[config.mk]
export PLATFORM = sky130hd
export DESIGN_NAME = rmac_feeder
export DESIGN_NICKNAME = d
export VERILOG_FILES = /design/src/rtl/rmac_pkg.sv /design/src/rtl/rmac_operand_bank.sv /design/src/rtl/rmac_feeder.sv
export SDC_FILE = /design/constraint.sdc
export NUM_CORES = 1
export LEC_CHECK = 0
export CAP_MARGIN = 5
export CELL_PAD_IN_SITES_DETAIL_PLACEMENT = 2
export CELL_PAD_IN_SITES_GLOBAL_PLACEMENT = 2
export CORE_UTILIZATION = 35
export DETAILED_ROUTE_END_ITERATION = 10
export PLACE_DENSITY = 0.73
export RECOVER_POWER = 50
export SYNTH_ARGS = -nofsm -noshare
export SYNTH_HDL_FRONTEND = slang
export SYNTH_HIERARCHICAL = 1
export SYNTH_SLANG_ARGS = --single-unit
export TNS_END_PERCENT = 10
[constraint.sdc]
create_clock -name clk -period 6.2 [get_ports clk]
set_input_delay 0.62 -clock clk [delete_from_list [all_inputs] [get_ports clk]]
set_output_delay 0.62 -clock clk [all_outputs]
set_load 0.05 [all_outputs]
[src/rtl/rmac_pkg.sv]
// rmac_pkg: shared types and constants for the rmac operand feeder.
//   feeder_state_t  - sequencer FSM states
//   operand_pair_t  - one {weight, input} pair at the default operand width
//   Q_ONE           - 1.0 in the default Q(DEF_INT_BITS).(DEF_FRAC_BITS) format
package rmac_pkg;

  localparam int DEF_WIDTH     = 32;
  localparam int DEF_INT_BITS  = 12;
  localparam int DEF_FRAC_BITS = 20;

  localparam logic [DEF_WIDTH-1:0] Q_ONE = 1 << DEF_FRAC_BITS;

  typedef enum logic [1:0] {
    ST_IDLE   = 2'd0,
    ST_STREAM = 2'd1,
    ST_WAIT   = 2'd2,
    ST_DONE   = 2'd3
  } feeder_state_t;

  // Weight sits in the upper half, matching the bank's {w, x} packing.
  typedef struct packed {
    logic [DEF_WIDTH-1:0] w;
    logic [DEF_WIDTH-1:0] x;
  } operand_pair_t;

endpackage

[src/rtl/rmac_operand_bank.sv]
// rmac_operand_bank: N-entry register file of {weight, input} pairs.
//   clk        in   clock, rising edge
//   i_wr_en    in   write strobe
//   i_wr_addr  in   write slot
//   i_wr_data  in   {w, x} pair to store
//   i_rd_addr  in   read slot
//   o_rd_data  out  {w, x} pair at i_rd_addr (combinational read)
// Contents are deliberately not reset.
module rmac_operand_bank
  import rmac_pkg::*;
#(
  parameter int N     = 8,
  parameter int WIDTH = DEF_WIDTH
) (
  input  logic                   clk,
  input  logic                   i_wr_en,
  input  logic [$clog2(N)-1:0]   i_wr_addr,
  input  logic [2*WIDTH-1:0]     i_wr_data,
  input  logic [$clog2(N)-1:0]   i_rd_addr,
  output logic [2*WIDTH-1:0]     o_rd_data
);

  logic [2*WIDTH-1:0] r_mem [N];

  always_ff @(posedge clk) begin
    if (i_wr_en) begin
      r_mem[i_wr_addr] <= i_wr_data;
    end
  end

  assign o_rd_data = r_mem[i_rd_addr];

endmodule

[src/rtl/rmac_feeder.sv]
// rmac_feeder: buffers up to N operand pairs and streams them to rmac, one
// pair per cycle, then captures rmac's sum into result.
//   clk, rst_n        clock (rising) and synchronous active-low reset
//   wr_en/wr_addr     write {wr_w, wr_x} into a buffer slot (IDLE only)
//   start/len         stream slots 0..len-1 (1 <= len <= N, IDLE only)
//   busy              high from the cycle after an accepted start through
//                     the result_valid cycle
//   W/X/op_valid      operand stream; op_first/finished mark vector ends
//   sum_in            rmac sum, sampled SUM_LAT cycles after finished
//   result/           captured sum and its one-cycle update pulse
//   result_valid
//   o_dbg_state       current FSM state, for observation only
//
// Stream handshake: there is no back-pressure. Whenever op_valid is high,
// W/X carry a pair that rmac must consume in that same cycle; when op_valid
// is low, W, X, op_first and finished are all zero.
module rmac_feeder
  import rmac_pkg::*;
#(
  parameter int N         = 8,
  parameter int WIDTH     = DEF_WIDTH,
  parameter int INT_BITS  = DEF_INT_BITS,
  parameter int FRAC_BITS = DEF_FRAC_BITS,
  parameter int SUM_LAT   = 1
) (
  input  logic                  clk,
  input  logic                  rst_n,
  input  logic                  wr_en,
  input  logic [$clog2(N)-1:0]  wr_addr,
  input  logic [WIDTH-1:0]      wr_w,
  input  logic [WIDTH-1:0]      wr_x,
  input  logic                  start,
  input  logic [$clog2(N):0]    len,
  output logic                  busy,
  output logic [WIDTH-1:0]      W,
  output logic [WIDTH-1:0]      X,
  output logic                  op_valid,
  output logic                  op_first,
  output logic                  finished,
  input  logic [WIDTH-1:0]      sum_in,
  output logic [WIDTH-1:0]      result,
  output logic                  result_valid,
  output feeder_state_t         o_dbg_state
);

  localparam int ADDR_W   = $clog2(N);
  localparam int LEN_W    = ADDR_W + 1;
  localparam int LAT_W    = (SUM_LAT > 1) ? $clog2(SUM_LAT) : 1;
  localparam int LAT_LAST = (SUM_LAT > 0) ? SUM_LAT - 1 : 0;

  if (INT_BITS + FRAC_BITS != WIDTH) begin : g_bad_q_format
    $error("rmac_feeder: INT_BITS + FRAC_BITS must equal WIDTH");
  end

  feeder_state_t      r_state, w_state_next;
  logic [LEN_W-1:0]   r_k, w_k_next;
  logic [LEN_W-1:0]   r_len;
  logic [LAT_W-1:0]   r_lat, w_lat_next;
  logic [WIDTH-1:0]   r_w, r_x;
  logic               r_op_valid, r_busy, r_result_valid;
  logic [WIDTH-1:0]   r_result;

  logic               w_wr_ok, w_start_ok, w_last, w_capture, w_bypass;
  logic [ADDR_W-1:0]  w_rd_addr;
  logic [2*WIDTH-1:0] w_rd_pair, w_pair_next;

  assign w_wr_ok    = rst_n && wr_en && (r_state == ST_IDLE);
  assign w_start_ok = start && (r_state == ST_IDLE) &&
                      (len != '0) && (len <= LEN_W'(N));
  assign w_last     = (r_k == r_len - LEN_W'(1));

  always_comb begin
    w_state_next = r_state;
    w_k_next     = r_k;
    w_lat_next   = r_lat;
    w_capture    = 1'b0;
    unique case (r_state)
      ST_IDLE: begin
        if (w_start_ok) begin
          w_state_next = ST_STREAM;
          w_k_next     = '0;
        end
      end
      ST_STREAM: begin
        if (w_last) begin
          w_k_next = '0;
          if (SUM_LAT == 0) begin
            // Zero-latency rmac: its sum is already valid in the finished cycle.
            w_capture    = 1'b1;
            w_state_next = ST_DONE;
          end else begin
            w_lat_next   = '0;
            w_state_next = ST_WAIT;
          end
        end else begin
          w_k_next = r_k + LEN_W'(1);
        end
      end
      ST_WAIT: begin
        if (r_lat == LAT_W'(LAT_LAST)) begin
          w_capture    = 1'b1;
          w_state_next = ST_DONE;
        end else begin
          w_lat_next = r_lat + LAT_W'(1);
        end
      end
      ST_DONE: w_state_next = ST_IDLE;
      default: w_state_next = ST_IDLE;
    endcase
  end

  // The bank is read at the index the next cycle will present, so W/X can be
  // registered. A write in the same IDLE cycle as start is forwarded so the
  // first pair reflects the new data.
  assign w_rd_addr   = w_k_next[ADDR_W-1:0];
  assign w_bypass    = w_wr_ok && (wr_addr == w_rd_addr);
  assign w_pair_next = (w_state_next != ST_STREAM) ? '0 :
                       w_bypass ? {wr_w, wr_x} : w_rd_pair;

  rmac_operand_bank #(
    .N     (N),
    .WIDTH (WIDTH)
  ) u_bank (
    .clk       (clk),
    .i_wr_en   (w_wr_ok),
    .i_wr_addr (wr_addr),
    .i_wr_data ({wr_w, wr_x}),
    .i_rd_addr (w_rd_addr),
    .o_rd_data (w_rd_pair)
  );

  always_ff @(posedge clk) begin
    if (!rst_n) begin
      r_state        <= ST_IDLE;
      r_k            <= '0;
      r_len          <= '0;
      r_lat          <= '0;
      r_w            <= '0;
      r_x            <= '0;
      r_op_valid     <= 1'b0;
      r_busy         <= 1'b0;
      r_result       <= '0;
      r_result_valid <= 1'b0;
    end else begin
      r_state        <= w_state_next;
      r_k            <= w_k_next;
      r_lat          <= w_lat_next;
      r_w            <= w_pair_next[2*WIDTH-1:WIDTH];
      r_x            <= w_pair_next[WIDTH-1:0];
      r_op_valid     <= (w_state_next == ST_STREAM);
      r_busy         <= (w_state_next != ST_IDLE);
      r_result_valid <= (w_state_next == ST_DONE);
      if (w_start_ok) begin
        r_len <= len;
      end
      if (w_capture) begin
        r_result <= sum_in;
      end
    end
  end

  assign busy         = r_busy;
  assign W            = r_w;
  assign X            = r_x;
  assign op_valid     = r_op_valid;
  assign op_first     = (r_state == ST_STREAM) && (r_k == '0);
  assign finished     = (r_state == ST_STREAM) && w_last;
  assign result       = r_result;
  assign result_valid = r_result_valid;
  assign o_dbg_state  = r_state;

endmodule

# ---- Word level (Yosys, flattened, before mapping)
# Memories as Yosys holds them, arrays and structs flattened. A register that Yosys moved wholly into a read port is not among the register bits.
# Cells that the tools add are included.
dict set report word_totals {
  memories 1
  regBits 46
  in_bits 107
  latch_bits 0
  out_inout_bits 103
  mem_bits_rw 512
  romBits 0
}
# memory depth width rd rd_clocked_by_memory_dff wr line
set mem_list {}
lappend mem_list {u_bank.r_mem 8 64 1 1 1 rmac_operand_bank.sv:23} ;# logic [2*WIDTH-1:0] r_mem [N];
dict set report op_classes {
  n_mul 0
  n_lt_le_gt_ge 1
  shift 0
  addsub 3
  n_div 0
  eq_ne 9
  bitwise_logic 1
  n_mux 14
  n_reduce_logical 16
}
# operator n
set op_table {}
lappend op_table {{2-to-1 mux 4 bit} 2}
lappend op_table {{case mux 2 bit (4 select lines)} 1}
lappend op_table {{case mux 4 bit (2 select lines)} 1}
lappend op_table {{logical AND 1 bit} 7}
lappend op_table {{== test 2 bit (second input constant)} 3}
lappend op_table {{2-to-1 mux 1 bit} 6}
lappend op_table {{2-to-1 mux 2 bit} 3}
lappend op_table {{nonzero test 2 bit} 3}
lappend op_table {{adder 4 x 1 -> 4 bit (second input constant)} 1}
lappend op_table {{== test 2 x 1 -> 1 bit (second input constant)} 2}
lappend op_table {{== test 4 bit} 1}
lappend op_table {{less-or-equal comparator 4 bit (second input constant)} 1}
lappend op_table {{zero test 4 bit} 1}
lappend op_table {{!= test 2 bit (second input constant)} 2}
lappend op_table {{AND reduction 2 bit} 2}
lappend op_table {{nonzero test 4 bit} 1}
lappend op_table {{subtractor 4 x 1 -> 4 bit (second input constant)} 1}
lappend op_table {{zero test 2 bit} 1}
lappend op_table {{!= test 2 x 1 -> 1 bit (second input constant)} 1}
lappend op_table {{case mux 1 bit (2 select lines)} 1}
lappend op_table {{OR reduction 2 bit} 1}
lappend op_table {{adder 1 bit (second input constant)} 1}
lappend op_table {{inverter 1 bit} 1}

# ---- Logic depth before layout (Yosys ltp)
# Gate-level depths: netlist of the first run.
dict set report logic_depth {
  depth_word 8
  mapped_depth 12
}

# ---- By module
# The synthesis of the first run kept the hierarchy.
# mod instances area_per_inst_um2 cells_per_inst
set modules_own_cells {}
lappend modules_own_cells {rmac_operand_bank 1 19266.0 752}
lappend modules_own_cells {rmac_feeder 1 4504.3 507}

# ---- Least setup slack after synthesis of the first run
# OpenSTA, ideal clock, no wires.
dict set report synth_timing {
  path_kind {input to register}
  startpoint {in rst_n}
  endpoint {mem u_bank/r_mem[4][0] in the netlist's numbering, enable pin}
  n_path_buf 0
  cell_stages 4
  setup_slack_ns -0.087
  t_arrival_ns 5.722
  setup_ns 0.565
  cell_sequence {clkinv_1 -> nor4b_1 -> nand2_1 -> nor3_1}
}
dict set report synth_between {
  elab_chain_cells 4
}
# item line
set synth_rtl {}
lappend synth_rtl {{from (decl)} rmac_feeder.sv:27} ;# input logic rst_n,
lappend synth_rtl {{logical AND 1 bit (2 in a row)} rmac_feeder.sv:67} ;# assign w_wr_ok = rst_n && wr_en && (r_state == ST_IDLE);
lappend synth_rtl {{net w_wr_ok} rmac_feeder.sv:63} ;# logic w_wr_ok, w_start_ok, w_last, w_capture, w_bypass;
lappend synth_rtl {{2-to-1 mux 1 bit} rmac_operand_bank.sv:26} ;# if (i_wr_en) begin
lappend synth_rtl {{2-to-1 mux 1 bit (implied by the code)} rmac_operand_bank.sv:27} ;# r_mem[i_wr_addr] <= i_wr_data;
lappend synth_rtl {{to (decl)} rmac_operand_bank.sv:23}
# The timed path passes the listed nets, and every way through them passes these cells.

# ---- Final worst setup path of the first run
dict set report layout_timing {
  startpoint {reg r_len[0]}
  endpoint {reg r_x[20] (netlist: X[20])}
}
dict set report layout_between {
  elab_cells_between_ends 8
}
# item line
set layout_lines {}
lappend layout_lines {{from (decl)} rmac_feeder.sv:57} ;# logic [LEN_W-1:0] r_len;
lappend layout_lines {{from (signal assigned)} rmac_feeder.sv:154} ;# r_len <= len;
lappend layout_lines {{subtractor 4 x 1 -> 4 bit} rmac_feeder.sv:70} ;# assign w_last = (r_k == r_len - LEN_W'(1));
lappend layout_lines {{== test 4 bit} rmac_feeder.sv:70}
lappend layout_lines {{2-to-1 mux 4 bit} rmac_feeder.sv:85} ;# if (w_last) begin
lappend layout_lines {{case mux 4 bit (2 select lines)} rmac_feeder.sv:77} ;# unique case (r_state)
lappend layout_lines {{net w_k_next[0]} rmac_feeder.sv:56} ;# logic [LEN_W-1:0] r_k, w_k_next;
lappend layout_lines {{to (signal assigned)} rmac_feeder.sv:149} ;# r_x <= w_pair_next[WIDTH-1:0];
lappend layout_lines {{to (decl)} rmac_feeder.sv:59} ;# logic [WIDTH-1:0] r_w, r_x;
# The timed path passes the listed nets, and every way through them passes these cells.
# A chain may end at the register's enable or synchronous reset.

==> results of run 1 <==
==> cell families (layout without fill, tap and decap cells) <==
logic type,count (synthesis),count (layout)
fa+ha+maj,3,3
other cells,0,2
flops,621,621
buf+inv,76,361
xor+xnor,10,10
compound gates,49,49
simple gates,244,244
mux,256,256
==> per-stage QoR <==
step                      setup WS [ns]  utilization, %
after floorplan                 -0.0860               -
after global placement             2.12            40.0
after detailed placement           2.00            40.0
after CTS                          2.44            43.3
after global routing               1.96            43.3
final                              2.26            43.3
==> cells in the final DEF (no fill, tap or decap), drive strengths merged, types with 3 or more instances in the layout <==
master         netlist  layout
nor3                 6       6
xor2                 5       5
o21ai                5       5
bufinv               0       5
a21oi               38      38
buf                 47      20
and2                 3       3
mux4               128     128
dfxtp              109     109
dlygate4sd3          0     127
and3                 3       3
clkdlybuf4s50        0      82
ha                   3       3
inv                  5       9
mux2i               64      64
clkbuf              23     105
nor2                11      11
mux2                64      64
clkinv               1      12
nand3                3       3
edfxtp             512     512
xnor2                4       4
nand2              202     202
nand2b               3       3
==> final timing paths <==
kind	endpoint	slack (ns)
worst max-delay path	X[20]	2.26
worst min-delay path	result[12]	0.46
worst max register to register	X[20]	2.26
worst min register to register	result[12]	0.46
==> power groups by stage <==
stage	logic (mW)	clock network [mW]	registers, mW
4_1_cts	0.801	4.18	4.62
6_report	0.762	4.06	4.61
3_5_place_dp	0.798	0	4.70
3_3_place_gp	0.772	0	4.70
2_1_floorplan	0.414	0	4.80
5_1_grt	0.819	4.32	4.62
==> cell type report <==
cell class                 count  area share [%]
tap                          873            3.76
inverter                       6          0.0774
clock inverter                21           0.878
multi-input combinational    562            19.9
antenna                        2          0.0172
sequential                   621            60.4
clock buffer                 105            6.86
timing repair buffer         229            8.18
==> layer usage <==
| metal | vias up | part of all wire [%] | track usage (%) |
|---|---|---|---|
| met3 | 66 | 3.5 | 3.04 |
| met4 | 6 | 1.4 | 4.71 |
| met2 | 232 | 53 | 31.0 |
| met1 | 6552 | 42 | 21.5 |
| met5 | - | 0.069 | 0 |
| li1 | 5358 | - | - |
==> sequential cells by signal (all words and copies together), names as in the netlist, 2 cells and up <==
register	cells
u_bank/r_mem	512
W	32
X	32
result	32
r_k	4
r_len	4
o_dbg_state	2
==> worst max-delay path, stage by stage (launching register included) <==
cell	delay, ns
dfxtp_1	0.40
inv_1	0.07
ha_1	0.21
xnor3_1	0.35
and3_4	0.20
a311oi_1	0.77
buf_12	0.51
xnor2_1	0.19
nand2_1	0.11
nor3_4	0.19
buf_12	0.49
mux2i_1	0.28
==> reports/metrics.yaml, run 1 <==
initialDrtViolationCount: 717
powerDensity_nw_per_um2: 324
critPathMaxFanout: 67
die_height_um: 263
top_cells_by_count_synth: "edfxtp_1, nand2_1, mux4_2"
total_leakage_power_nw: 9.18
io-pin-count: 210
comb_power_share_pct: 8.1
timing.hold.worst_path_depth: 2
grt_max_degree: 68
gp_congestion: 0.714
syn_nets: 1369
yosysMostFrequentCell: "edfxtp_1"
n_fill_cell: 6214
largest_family_of_logic_cells_by_synthesized_area: "multiplexers"
post_route_cell_area_sq_um: 29100
gr-usage-all-layers_pct: 17.3
detail_route.first_pass.iterations: 4
yosys.area_share.xor_xnor_pct: 0.426
synth.ff_latch_count: 621
timing.max_cap.violations: 0
finalWorstPathRequiredPeriod_ns: 3.94
syn-cell-area_sq_um: 23800
seq_power_share_pct: 48.9
route.final.wire_length_mm: 59.4
std_cell_rows: 95
clockBufferDepth: 3
core-area_sq_um: 67200
drcViolationCount: 0
post_route_setup_tns_ns: 0
ys.flop_type: "edfxtp_1"
crit_start: "r_len[0]"
synth_edf_count: 512
cp.required_ns: 6.71
path_clk_slew_ns: 0.06
final_min_period_over_clock_period_pct: 63.6
worstMarginPinSlew_ns: 1.29
power.total_mw: 9.43
post_dp_cell_area_sq_um: 26900
buffer_ports.inserted: 209
seq_area_frac_synth_pct: 73.9
reg2reg_depth: 11
setup_viol_count_final: 0
antenna_found_initial: 11
grt_pass1_wl_mm: 89.0
clock_tree_from_tritoncts: "built"
crit-reg2reg-launch: "r_len[0]"
hold_path_startpoint: "result[12]"
worst_slew_margin_pct: 14.2
post_cts_repair_setup_buffers: 0
netlist_top_cells_area: "edfxtp_1, mux4_2, dfxtp_1"
htree_levels: 3
synthAdderAreaFrac_pct: 0.158
synth-warning-count: 6
cts_made_buffers: 68
globalRouteOverflowTotal: 0
start_kind: "flip-flop"
crit_arrival_ns: 4.46
max_clock_freq_mhz: 254
synth-simple-area-share_pct: 4.38
maximum_clock_skew_at_final_layout_ns: 0.0282
areaGrowthSynthToFinish_pct: 22.4
cts_resized: 0
setup_repair_after_global_routing_missed_its_margin: "no"
hold_path.class: "reg -> reg"
switching_power_mw: 2.08
grt_pass1_vias: 13700
synth_largest_area_cell: "edfxtp_1"
library_cell_used_as_clock_root_buffer: "clkbuf_16"
post_synth.cell_area_avg_sq_um: 18.9
post_route_cells_drive_above_1_share_pct: 21.0
place.detailed.hpwl_mm: 33.6
peakVddDrop_mv: 0.145
worst_skew_pair.late_latency_ns: 0.61
internal_power_mw: 7.36
critPathKind: "reg -> reg"
cts_sinks: 621
clock_power_share_pct: 43.0
final_cells: 2419
regArea_sq_um: 17600
kind_of_end_point_of_the_critical_path: "flip-flop"
floorplan.initialDensity_pct: 35.4
route.detailed.vias_per_inst: 5.05
synth_largest_type_area_fraction_pct: 64.7
synth.area.mux_share_pct: 17.9
worst_hold_slack_ns: 0.456
placed_cells: 2291
antenna_violating_nets_post_route: 0
compound_cell_area_share_of_the_yosys_netlist_pct: 1.17
route.detailed.wl_per_inst_um: 24.6
synthesis.instances: 1259
dieArea_sq_um: 69000
synthArstFlopShare_pct: 0
final-hold-violation-count: 0
die_width_um: 263
synth.distinct_cells: 45
power_switching_share_pct: 22.0
timing.final.max_slew_violations: 0
vias: 12200
multi_input_area_sq_um: 5780
outcome: "complete, no violations"
final_net_count: 1598
post_cts_hold_buffer_count: 0
Power figures use the tool's default switching activity.
==> run 2: changes to the inputs <==
==> constraint.sdc (replaced) <==
create_clock -name clk -period 3.2 [get_ports clk]
set_input_delay 0.32 -clock clk [delete_from_list [all_inputs] [get_ports clk]]
set_output_delay 0.32 -clock clk [all_outputs]
set_load 0.05 [all_outputs]
==> reports/metrics.yaml, run 2 (same netlist as run 1, synthesis figures left out) <==
outcome: "complete, no violations"  # unchanged
worst_skew_pair.late_latency_ns: 0.60  # was 0.61 ns
setup_repair_after_global_routing_missed_its_margin: "no"  # unchanged
grt_pass1_vias: 14400  # was 13.7k
gp_congestion: 0.722  # was 0.714
antenna_found_initial: 6  # was 11
gr-usage-all-layers_pct: 18.3  # was 17.3%
post_route_cells_drive_above_1_share_pct: 24.1  # was 21.0%
grt_pass1_wl_mm: 94.1  # was 89.0 mm
areaGrowthSynthToFinish_pct: 26.1  # was 22.4%
finish.utilization_pct: 44.6  # was 43.3%
drcViolationCount: 0  # unchanged
reg2reg_depth: 9  # was 11
r2r_slack_ns: 0.17  # was 2.26 ns
post_cts_hold_buffer_count: 0  # unchanged
start_kind: "flip-flop"  # unchanged
route.detailed.wl_per_inst_um: 25.3  # was 24.6 um
worstMarginPinSlew_ns: 1.30  # was 1.29 ns
library_cell_used_as_clock_root_buffer: "clkbuf_16"  # unchanged
kind_of_end_point_of_the_critical_path: "flip-flop"  # unchanged
floorplan.initialDensity_pct: 35.4  # unchanged
max_clock_freq_mhz: 330  # was 254 MHz
finalWorstPathRequiredPeriod_ns: 3.03  # was 3.94 ns
maximum_clock_skew_at_final_layout_ns: 0.0161  # was 0.0282 ns
std_cell_rows: 95  # unchanged
globalRouteOverflowTotal: 0  # unchanged
grt_max_degree: 66  # was 68
cts_sinks: 621  # unchanged
total_leakage_power_nw: 9.58  # was 9.18 nW
timing.final.max_slew_violations: 0  # unchanged
top_register: "u_bank/r_mem"  # unchanged
detail_route.first_pass.iterations: 5  # was 4
worstHoldEndpoint: "result[18]"  # was result[12]
largest_register_ff_count: 512  # unchanged
powerDensity_nw_per_um2: 620  # was 324 nW/um^2
io-pin-count: 210  # unchanged
dieArea_sq_um: 69000  # unchanged
clock_tree_from_tritoncts: "built"  # unchanged
layout.cells.most_common_list: "edfxtp_1, nand2_1, dlygate4sd3_1, mux4_2, dfxtp_1"  # was edfxtp_1, nand2_1, mux4_2
critPathMaxFanout: 24  # was 67
final-hold-violation-count: 0  # unchanged
final_common_cell: "edfxtp_1"  # unchanged
post_route_cell_area_sq_um: 30000  # was 29100 sq um
cp.required_ns: 3.67  # was 6.71 ns
antenna_violating_nets_post_route: 0  # unchanged
setup_viol_count_final: 0  # unchanged
die_height_um: 263  # unchanged
worst_slew_margin_pct: 13.4  # was 14.2%
timing.hold.worst_path_depth: 3  # was 2
clockBufferDepth: 3  # unchanged
hold_path.class: "in -> reg"  # was reg -> reg
final_net_count: 1646  # was 1598
post_dp_cell_area_sq_um: 27700  # was 26900 sq um
crit_arrival_ns: 3.49  # was 4.46 ns
core-area_sq_um: 67200  # unchanged
route.detailed.vias_per_inst: 5.08  # was 5.05
worstReg2RegEnd: "X[11]"  # was X[20]
timing.max_cap.violations: 0  # unchanged
placed_cells: 2338  # was 2291
cts_made_buffers: 69  # was 68
crit-reg2reg-launch: "r_k[2]"  # was r_len[0]
buffer_ports.inserted: 209  # unchanged
die_width_um: 263  # unchanged
post_route_setup_tns_ns: 0  # unchanged
place.detailed.hpwl_mm: 37.8  # was 33.6 mm
route.final.wire_length_mm: 62.3  # was 59.4 mm
final_cells: 2467  # was 2419
path_clk_slew_ns: 0.06  # about the same
final_min_period_over_clock_period_pct: 94.6  # was 63.6%
critPathKind: "reg -> reg"  # unchanged
peakVddDrop_mv: 0.293  # was 0.145 mV
n_fill_cell: 6126  # was 6214
vias: 12500  # was 12.2k
initialDrtViolationCount: 780  # was 717
htree_levels: 3  # unchanged
hold_path_startpoint: "sum_in[18]"  # was result[12]
==> run 2: cell types whose count changed in the layout (fill, tap and decap cells not counted), moves of 2 or more <==
cell	previous run	this run
buf_12	11	45
buf_4	9	21
clkbuf_1	25	16
clkinv_2	4	13
clkbuf_16	71	74
clkbuf_8	9	7
clkdlybuf4s50_1	82	80
==> run 2: layout make-up <==
cell class | count | area (sq um) | area share [%]
Antenna cell | 2 | 5.00 | 0.0167
Clock buffer | 97 | 2010 | 6.70
Clock inverter | 30 | 294 | 0.981
Inverter | 6 | 22.5 | 0.0752
Multi-Input combinational cell | 562 | 5810 | 19.4
Sequential cell | 621 | 17600 | 58.6
Tap cell | 873 | 1090 | 3.64
Timing Repair Buffer | 276 | 3180 | 10.6
==> run 2: how the worst max path moves through the flow <==
stage                   startpoint                  to  slack (ns)  cells past startpoint
floorplan           o_dbg_state[0]  u_bank/r_mem[5][0]       -0.07                      3
global placement            len[3]                X[8]       0.005                     10
detailed placement          len[3]               X[10]       -0.11                     10
CTS                       r_len[1]               X[11]        0.04                     11
global route                r_k[2]               X[11]        0.04                      9
finish                      r_k[2]               X[11]        0.17                      9
==> run 2: per-stage QoR <==
step                      power, mW  hold slack, ns  setup WS (ns)
final                          18.6           0.274          0.172
after global routing           19.2           0.273         0.0371
after CTS                      18.9           0.240         0.0410
after detailed placement       10.8           0.454         -0.106
after global placement         10.7           0.442        0.00477
after floorplan                10.1           0.419        -0.0690
==> run 2: layer usage <==
layer  track usage [%]  part of all wire, %
met5                 0                0.043
met4              5.52                  2.2
met3              3.11                  3.7
met2              31.8                   51
met1              23.5                   43
==> run 2: worst max-delay path, stage by stage (launching register included) <==
cell	delay [ns]
dfxtp_1	0.47
xnor3_1	0.38
and3_4	0.21
a311oi_4	0.26
buf_12	0.25
buf_16	0.25
mux4_2	0.54
mux2_2	0.27
nand2_1	0.10
mux2i_1	0.12
==> run 2: repair_timing <==
item	4_1_cts	5_1_grt
buffers inserted	0	0
resized for setup	3	0
pin swaps	1	1
endpoints found under the setup margin	7	13
==> run 2: power breakdown <==
group          leakage, nW  total, mW  internal (mW)  switching, mW
clock                 1.13       8.04           4.80           3.23
sequential            5.51       8.94           8.88         0.0560
combinational         2.95       1.60          0.727          0.873
